## src/rtl/add_sub_post_norm_if.sv

```systemverilog
// Handshake and data bundle for the add/sub post-normalizer: upstream raw sum in,
// downstream normalized result out.
interface add_sub_post_norm_if #(
    parameter int unsigned EXP_W  = 8,
    parameter int unsigned MANT_W = 23
);
    // Upstream raw-sum side
    logic              i_valid;
    logic              o_ready;
    logic              i_sign;
    logic [EXP_W-1:0]  i_exp;
    logic [MANT_W+1:0] i_mant;

    // Downstream normalized-result side
    logic              o_valid;
    logic              i_ready;
    logic              o_sign;
    logic [EXP_W-1:0]  o_exp;
    logic [MANT_W-1:0] o_mant;
    logic              o_zero;
    logic              o_overflow;
    logic              o_underflow;

    modport slave (
        input  i_valid, i_sign, i_exp, i_mant, i_ready,
        output o_ready, o_valid, o_sign, o_exp, o_mant, o_zero, o_overflow, o_underflow
    );

    modport master (
        output i_valid, i_sign, i_exp, i_mant, i_ready,
        input  o_ready, o_valid, o_sign, o_exp, o_mant, o_zero, o_overflow, o_underflow
    );
endinterface

```

## src/rtl/add_sub_post_norm.sv

```systemverilog
// Post-normalization of a floating-point add/sub magnitude sum: handles carry-out with a
// single right shift, then left-shifts one bit per cycle until the hidden bit is set.
module add_sub_post_norm #(
    parameter int unsigned EXP_W  = 8,
    parameter int unsigned MANT_W = 23
) (
    input  logic                 i_clk,
    input  logic                 i_rst_n,
    add_sub_post_norm_if.slave   bus
);

    localparam logic [1:0] StIdle  = 2'd0;
    localparam logic [1:0] StShift = 2'd1;
    localparam logic [1:0] StDone  = 2'd2;

    // A carry out of the largest finite exponent would land on the all-ones code.
    localparam logic [EXP_W-1:0] ExpOvf = {{(EXP_W-1){1'b1}}, 1'b0};
    localparam logic [EXP_W-1:0] ExpOne = EXP_W'(1);

    logic [1:0]        state_q, state_d;
    logic              sign_q, sign_d;
    logic [EXP_W-1:0]  exp_q, exp_d;
    logic [MANT_W:0]   mant_q, mant_d;
    logic              zero_q, zero_d;
    logic              ovf_q, ovf_d;
    logic              unf_q, unf_d;

    logic              carry;
    logic              hidden;

    assign carry  = bus.i_mant[MANT_W+1];
    assign hidden = mant_q[MANT_W];

    always_comb begin
        state_d = state_q;
        sign_d  = sign_q;
        exp_d   = exp_q;
        mant_d  = mant_q;
        zero_d  = zero_q;
        ovf_d   = ovf_q;
        unf_d   = unf_q;

        unique case (state_q)
            StIdle: begin
                if (bus.i_valid) begin
                    sign_d = bus.i_sign;
                    zero_d = 1'b0;
                    ovf_d  = 1'b0;
                    unf_d  = 1'b0;
                    if (bus.i_mant == '0) begin
                        exp_d   = '0;
                        mant_d  = '0;
                        zero_d  = 1'b1;
                        state_d = StDone;
                    end else if (carry && (bus.i_exp == ExpOvf)) begin
                        exp_d   = '1;
                        mant_d  = '0;
                        ovf_d   = 1'b1;
                        state_d = StDone;
                    end else if (carry) begin
                        // LSB is truncated, no rounding at this stage.
                        mant_d  = bus.i_mant[MANT_W+1:1];
                        exp_d   = bus.i_exp + ExpOne;
                        state_d = StShift;
                    end else begin
                        mant_d  = bus.i_mant[MANT_W:0];
                        exp_d   = bus.i_exp;
                        state_d = StShift;
                    end
                end
            end

            StShift: begin
                // Mantissa is nonzero here, so the loop terminates within MANT_W+1 passes.
                if (hidden) begin
                    state_d = StDone;
                end else if (exp_q <= ExpOne) begin
                    exp_d   = '0;
                    mant_d  = '0;
                    unf_d   = 1'b1;
                    state_d = StDone;
                end else begin
                    mant_d = {mant_q[MANT_W-1:0], 1'b0};
                    exp_d  = exp_q - ExpOne;
                end
            end

            StDone: begin
                if (bus.i_ready) begin
                    state_d = StIdle;
                end
            end

            default: state_d = StIdle;
        endcase
    end

    always_ff @(posedge i_clk or negedge i_rst_n) begin
        if (!i_rst_n) begin
            state_q <= StIdle;
            sign_q  <= 1'b0;
            exp_q   <= '0;
            mant_q  <= '0;
            zero_q  <= 1'b0;
            ovf_q   <= 1'b0;
            unf_q   <= 1'b0;
        end else begin
            state_q <= state_d;
            sign_q  <= sign_d;
            exp_q   <= exp_d;
            mant_q  <= mant_d;
            zero_q  <= zero_d;
            ovf_q   <= ovf_d;
            unf_q   <= unf_d;
        end
    end

    assign bus.o_ready     = (state_q == StIdle);
    assign bus.o_valid     = (state_q == StDone);
    assign bus.o_sign      = sign_q;
    assign bus.o_exp       = exp_q;
    assign bus.o_mant      = mant_q[MANT_W-1:0];
    assign bus.o_zero      = zero_q;
    assign bus.o_overflow  = ovf_q;
    assign bus.o_underflow = unf_q;

endmodule

```

## src/flat_wrapper.sv

```systemverilog
// flat-port wrapper written by rule: the top's interface ports become plain ports
module add_sub_post_norm_flat 
#(
    parameter int unsigned EXP_W  = 8,
    parameter int unsigned MANT_W = 23
)
  (i_clk, i_rst_n, bus_i_valid, bus_i_sign, bus_i_exp, bus_i_mant, bus_i_ready, bus_o_ready, bus_o_valid, bus_o_sign, bus_o_exp, bus_o_mant, bus_o_zero, bus_o_overflow, bus_o_underflow);
  add_sub_post_norm_if #(.EXP_W(EXP_W), .MANT_W(MANT_W)) bus_i ();
  input  logic i_clk;
  input  logic i_rst_n;
  input wire logic [$bits(bus_i.i_valid)-1:0] bus_i_valid;
  input wire logic [$bits(bus_i.i_sign)-1:0] bus_i_sign;
  input wire logic [$bits(bus_i.i_exp)-1:0] bus_i_exp;
  input wire logic [$bits(bus_i.i_mant)-1:0] bus_i_mant;
  input wire logic [$bits(bus_i.i_ready)-1:0] bus_i_ready;
  output wire logic [$bits(bus_i.o_ready)-1:0] bus_o_ready;
  output wire logic [$bits(bus_i.o_valid)-1:0] bus_o_valid;
  output wire logic [$bits(bus_i.o_sign)-1:0] bus_o_sign;
  output wire logic [$bits(bus_i.o_exp)-1:0] bus_o_exp;
  output wire logic [$bits(bus_i.o_mant)-1:0] bus_o_mant;
  output wire logic [$bits(bus_i.o_zero)-1:0] bus_o_zero;
  output wire logic [$bits(bus_i.o_overflow)-1:0] bus_o_overflow;
  output wire logic [$bits(bus_i.o_underflow)-1:0] bus_o_underflow;
  assign bus_i.i_valid = bus_i_valid;
  assign bus_i.i_sign = bus_i_sign;
  assign bus_i.i_exp = bus_i_exp;
  assign bus_i.i_mant = bus_i_mant;
  assign bus_i.i_ready = bus_i_ready;
  assign bus_o_ready = bus_i.o_ready;
  assign bus_o_valid = bus_i.o_valid;
  assign bus_o_sign = bus_i.o_sign;
  assign bus_o_exp = bus_i.o_exp;
  assign bus_o_mant = bus_i.o_mant;
  assign bus_o_zero = bus_i.o_zero;
  assign bus_o_overflow = bus_i.o_overflow;
  assign bus_o_underflow = bus_i.o_underflow;
  add_sub_post_norm #(.EXP_W(EXP_W), .MANT_W(MANT_W)) u_core (.i_clk(i_clk), .i_rst_n(i_rst_n), .bus(bus_i));
endmodule
```

## config.mk

```make
export PLATFORM = sky130hd
export DESIGN_NAME = add_sub_post_norm_flat
export DESIGN_NICKNAME = d
export VERILOG_FILES = /design/src/rtl/add_sub_post_norm_if.sv /design/src/rtl/add_sub_post_norm.sv /design/src/flat_wrapper.sv
export SDC_FILE = /design/constraint.sdc
export NUM_CORES = 1
export LEC_CHECK = 0
export CAP_MARGIN = 10
export CORE_ASPECT_RATIO = 2
export CORE_MARGIN = 5
export CORE_UTILIZATION = 39
export CTS_BUF_LIST = sky130_fd_sc_hd__clkbuf_16
export DETAILED_ROUTE_END_ITERATION = 6
export PLACE_DENSITY = 0.68
export SYNTH_ARGS = -nofsm -noshare
export SYNTH_HDL_FRONTEND = slang
export SYNTH_SLANG_ARGS = --single-unit
```

## constraint.sdc

```tcl
create_clock -name i_clk -period 2.4 [get_ports i_clk]
set_clock_uncertainty 0.1 [all_clocks]
set_input_delay 0.24 -clock i_clk [delete_from_list [all_inputs] [get_ports i_clk]]
set_output_delay 0.24 -clock i_clk [all_outputs]
set_load 0.03 [all_outputs]
```

==> run metrics <==
status=complete, but fails checks; failing checks=hold timing; pin count of the biggest net entering global routing=39; unrepaired setup endpoints after global routing=no; Worst Path Max Fanout=8; Buf+Inv Stages, Crit Path=2; CTS-repair resized insts=0; delay-heaviest family, CP=buffers and inverters; met2 Usage GRT=between 30% and 40%; post-DP HPWL=between 5 and 6 mm; num ports=75; drt first pass iters=4; maximum clock rate=between 0.4 and 0.5 GHz; Filler Cell Count=slightly above 600; deepest clock path buffer count=2; root buffer cell=clkbuf_16; WP data arrival=approximately 1.8 ns; Max-Cap Viols=0; Sink Count=38; hold buffer count at cts=0; number of synthesized register bits=38; cells after synthesis=288; crit end category=output pin; die height=~120 µm; leakage power=approximately 1.3 nW; H-tree Lvls=2; cell chain of the critical path=or2_2 -> inv_1 -> clkdlybuf4s50_1; Post-route DRC=0; core area=between 6000 and 7000 µm²; most instantiated library cell after synthesis=dfrtp_1; Layout Area Growth over Synthesis=34.4%; DRT iter0 DRCs=127; Post-CTS Setup Repair Bufs=0; kind of critical path=reg -> out; Clock Pin Slew Worst Setup and Hold Paths=about 0.06 ns; worst skew pair latency=approximately 0.28 ns; Pwr Density=between 1000 and 1500 nW/µm²; antenna-violating nets left=0; GR Util met3=between 2 and 3%; Primary FF master, synth=dfrtp_1; CTS Buf Count=5; Mapped Nets=between 300 and 400; Placed Area=between 3000 and 4000 µm²; first-pass GRT wire length=~12 mm; slowest CP cell=clkdlybuf4s50_1; Avg Cell Area, Syn=8.76 µm²; CP Data Required Time=approximately 2 ns; setup TNS=0 ns; worst-margin pin slew=around 1.1 ns; initial antenna violation count=0; FFs w/ async S/R, synth=100%; Die Footprint=between 8000 and 9000 µm²; die width=approximately 67 µm; fin. max-slew vios=0; commonest cells in the synthesized netlist=dfrtp_1 (38), a31oi_1 (27), buf_4 (25); post-layout min period=approximately 2.1 ns; vias in the first global route=between 2,000 and 3,000; top cell type's share of synthesized area=around 38%; Final nets=383; Setup crit start kind=register; Crit path largest cell delay=around 0.67 ns; Unique masters post-synth=43; Finish-stage setup viols=0; Initial Utilization=approximately two fifths; Final period util=89.2%; num rows=41; Via density=~5.7; GRT Util Overall=between 10% and 20%; Worst Hold Class=in -> async; Yosys top cell by area=dfrtp_1; Peak supply drop=approximately 650 µV; Ant. Diodes=0; yosys synthesis warning count=0; mean routed wirelength per cell=between 15 and 20 µm; Worst R2R Start=u_core.state_q[0]; WL final=approximately 7.4 mm; dpl cells=420; post-synthesis sequential area ratio=between 30% and 40%; cell area after layout=around 3400 µm²; IO buf count=74; fin cells=roughly 430; EDFF count, synth=0; Fin. Hold Viols=38; Most Crowded Layer GR=met2; top post-synthesis cells by area=dfrtp_1 (38%), buf_4 (7.4%), a22oi_1 (7.1%); GP Congestion=0.902; post-synthesis instance area=about 2500 µm²; routed vias=between 2,000 and 2,500; share of cells above drive strength 1=under 10%; Overflow after GRT=0; CTS tree=done; relative slew slack=about a quarter; met1 GRT Util=~21%; Critical Path Start=u_core.state_q[0]; Fin Hold WS=-0.0275 ns
==> metal layers <==
layer | vias to the layer above | wire (µm)
met2 | 65 | 4320
li1 | 1163 | -
met1 | 1194 | 2660
met4 | 0 | 114
met3 | 9 | 316
met5 | - | 0
==> registers in the layout (all words and copies together), names as in the netlist <==
name,flops
u_core.bus.o_underflow,1
u_core.mant_q,24
u_core.bus.o_overflow,1
u_core.state_q,2
u_core.bus.o_exp,8
u_core.bus.o_zero,1
u_core.bus.o_sign,1
==> layout by cell type, fill, tap and decap left out, types with 2 or more instances in the layout <==
master,instances
inv_1,5
o211ai_1,3
a21oi_1,2
nor3b_2,2
clkbuf_16,5
nor2b_1,24
a31oi_1,27
nand2b_1,3
buf_4,12
bufinv_16,2
o22ai_1,2
a22oi_1,24
nor2_1,16
xnor2_1,2
nand4_1,6
o21ai_1,9
nor4_1,6
dfrtp_1,38
ha_1,4
o21ai_0,23
nand2_1,17
clkdlybuf4s50_1,73
and3_1,2
o221ai_1,2
mux2i_1,2
nand3_1,6
nor3_1,4
o31ai_1,2
or2_2,2
==> power by group <==
group          switching [W]  total (W)  internal [W]
Clock               0.000261   0.000853      0.000592
Sequential          0.000342    0.00127      0.000930
Combinational        0.00132    0.00230      0.000981
==> stage by stage <==
| step | util (%) | worst slack [ns] | power [W] |
|---|---|---|---|
| final | 53.8 | 0.259 | 0.00442 |
| after global routing | 53.8 | 0.0970 | 0.00470 |
| after detailed placement | 50.8 | 0.0990 | 0.00360 |
| after global placement | 50.8 | 0.102 | 0.00357 |
| after CTS | 53.8 | 0.243 | 0.00446 |
| after floorplan | - | 0.323 | 0.00288 |
==> worst paths after layout <==
kind                            cells after the start             endpoint  slack (ns)
worst max-delay path                                3          bus_o_ready        0.26
worst min-delay path                                1    u_core.mant_q[11]       -0.03
worst max register to register                      4  u_core.bus.o_exp[7]        0.28
worst min register to register                      2    u_core.bus.o_sign        0.38
max in group asynchronous                           1  u_core.bus.o_exp[3]        1.66
min in group i_clk                                  2    u_core.bus.o_sign        0.38
==> logic make-up (layout without fill, tap and decap cells) <==
group	count (synthesis)	after routing	synth area share, %
AOI/OAI and AO/OA	104	104	27.3
and+or+nand+nor	93	93	20.8
buffers and inverters	45	99	10.8
DFF	38	38	37.7
adders and majority gates	4	4	1.98
xor gates and xnor gates	2	2	0.694
muxes	2	2	0.793
==> cell type report <==
class / instances / area, µm² / area share (%)
Multi-Input combinational cell: 205 / 1300 / 38.3
Clock inverter: 3 / 63.8 / 1.88
Tap cell: 86 / 108 / 3.17
Inverter: 5 / 18.8 / 0.553
Sequential cell: 38 / 951 / 28.0
Timing Repair Buffer: 86 / 826 / 24.3
Clock buffer: 5 / 125 / 3.69
No activity file was read; power rests on OpenSTA's default activity.
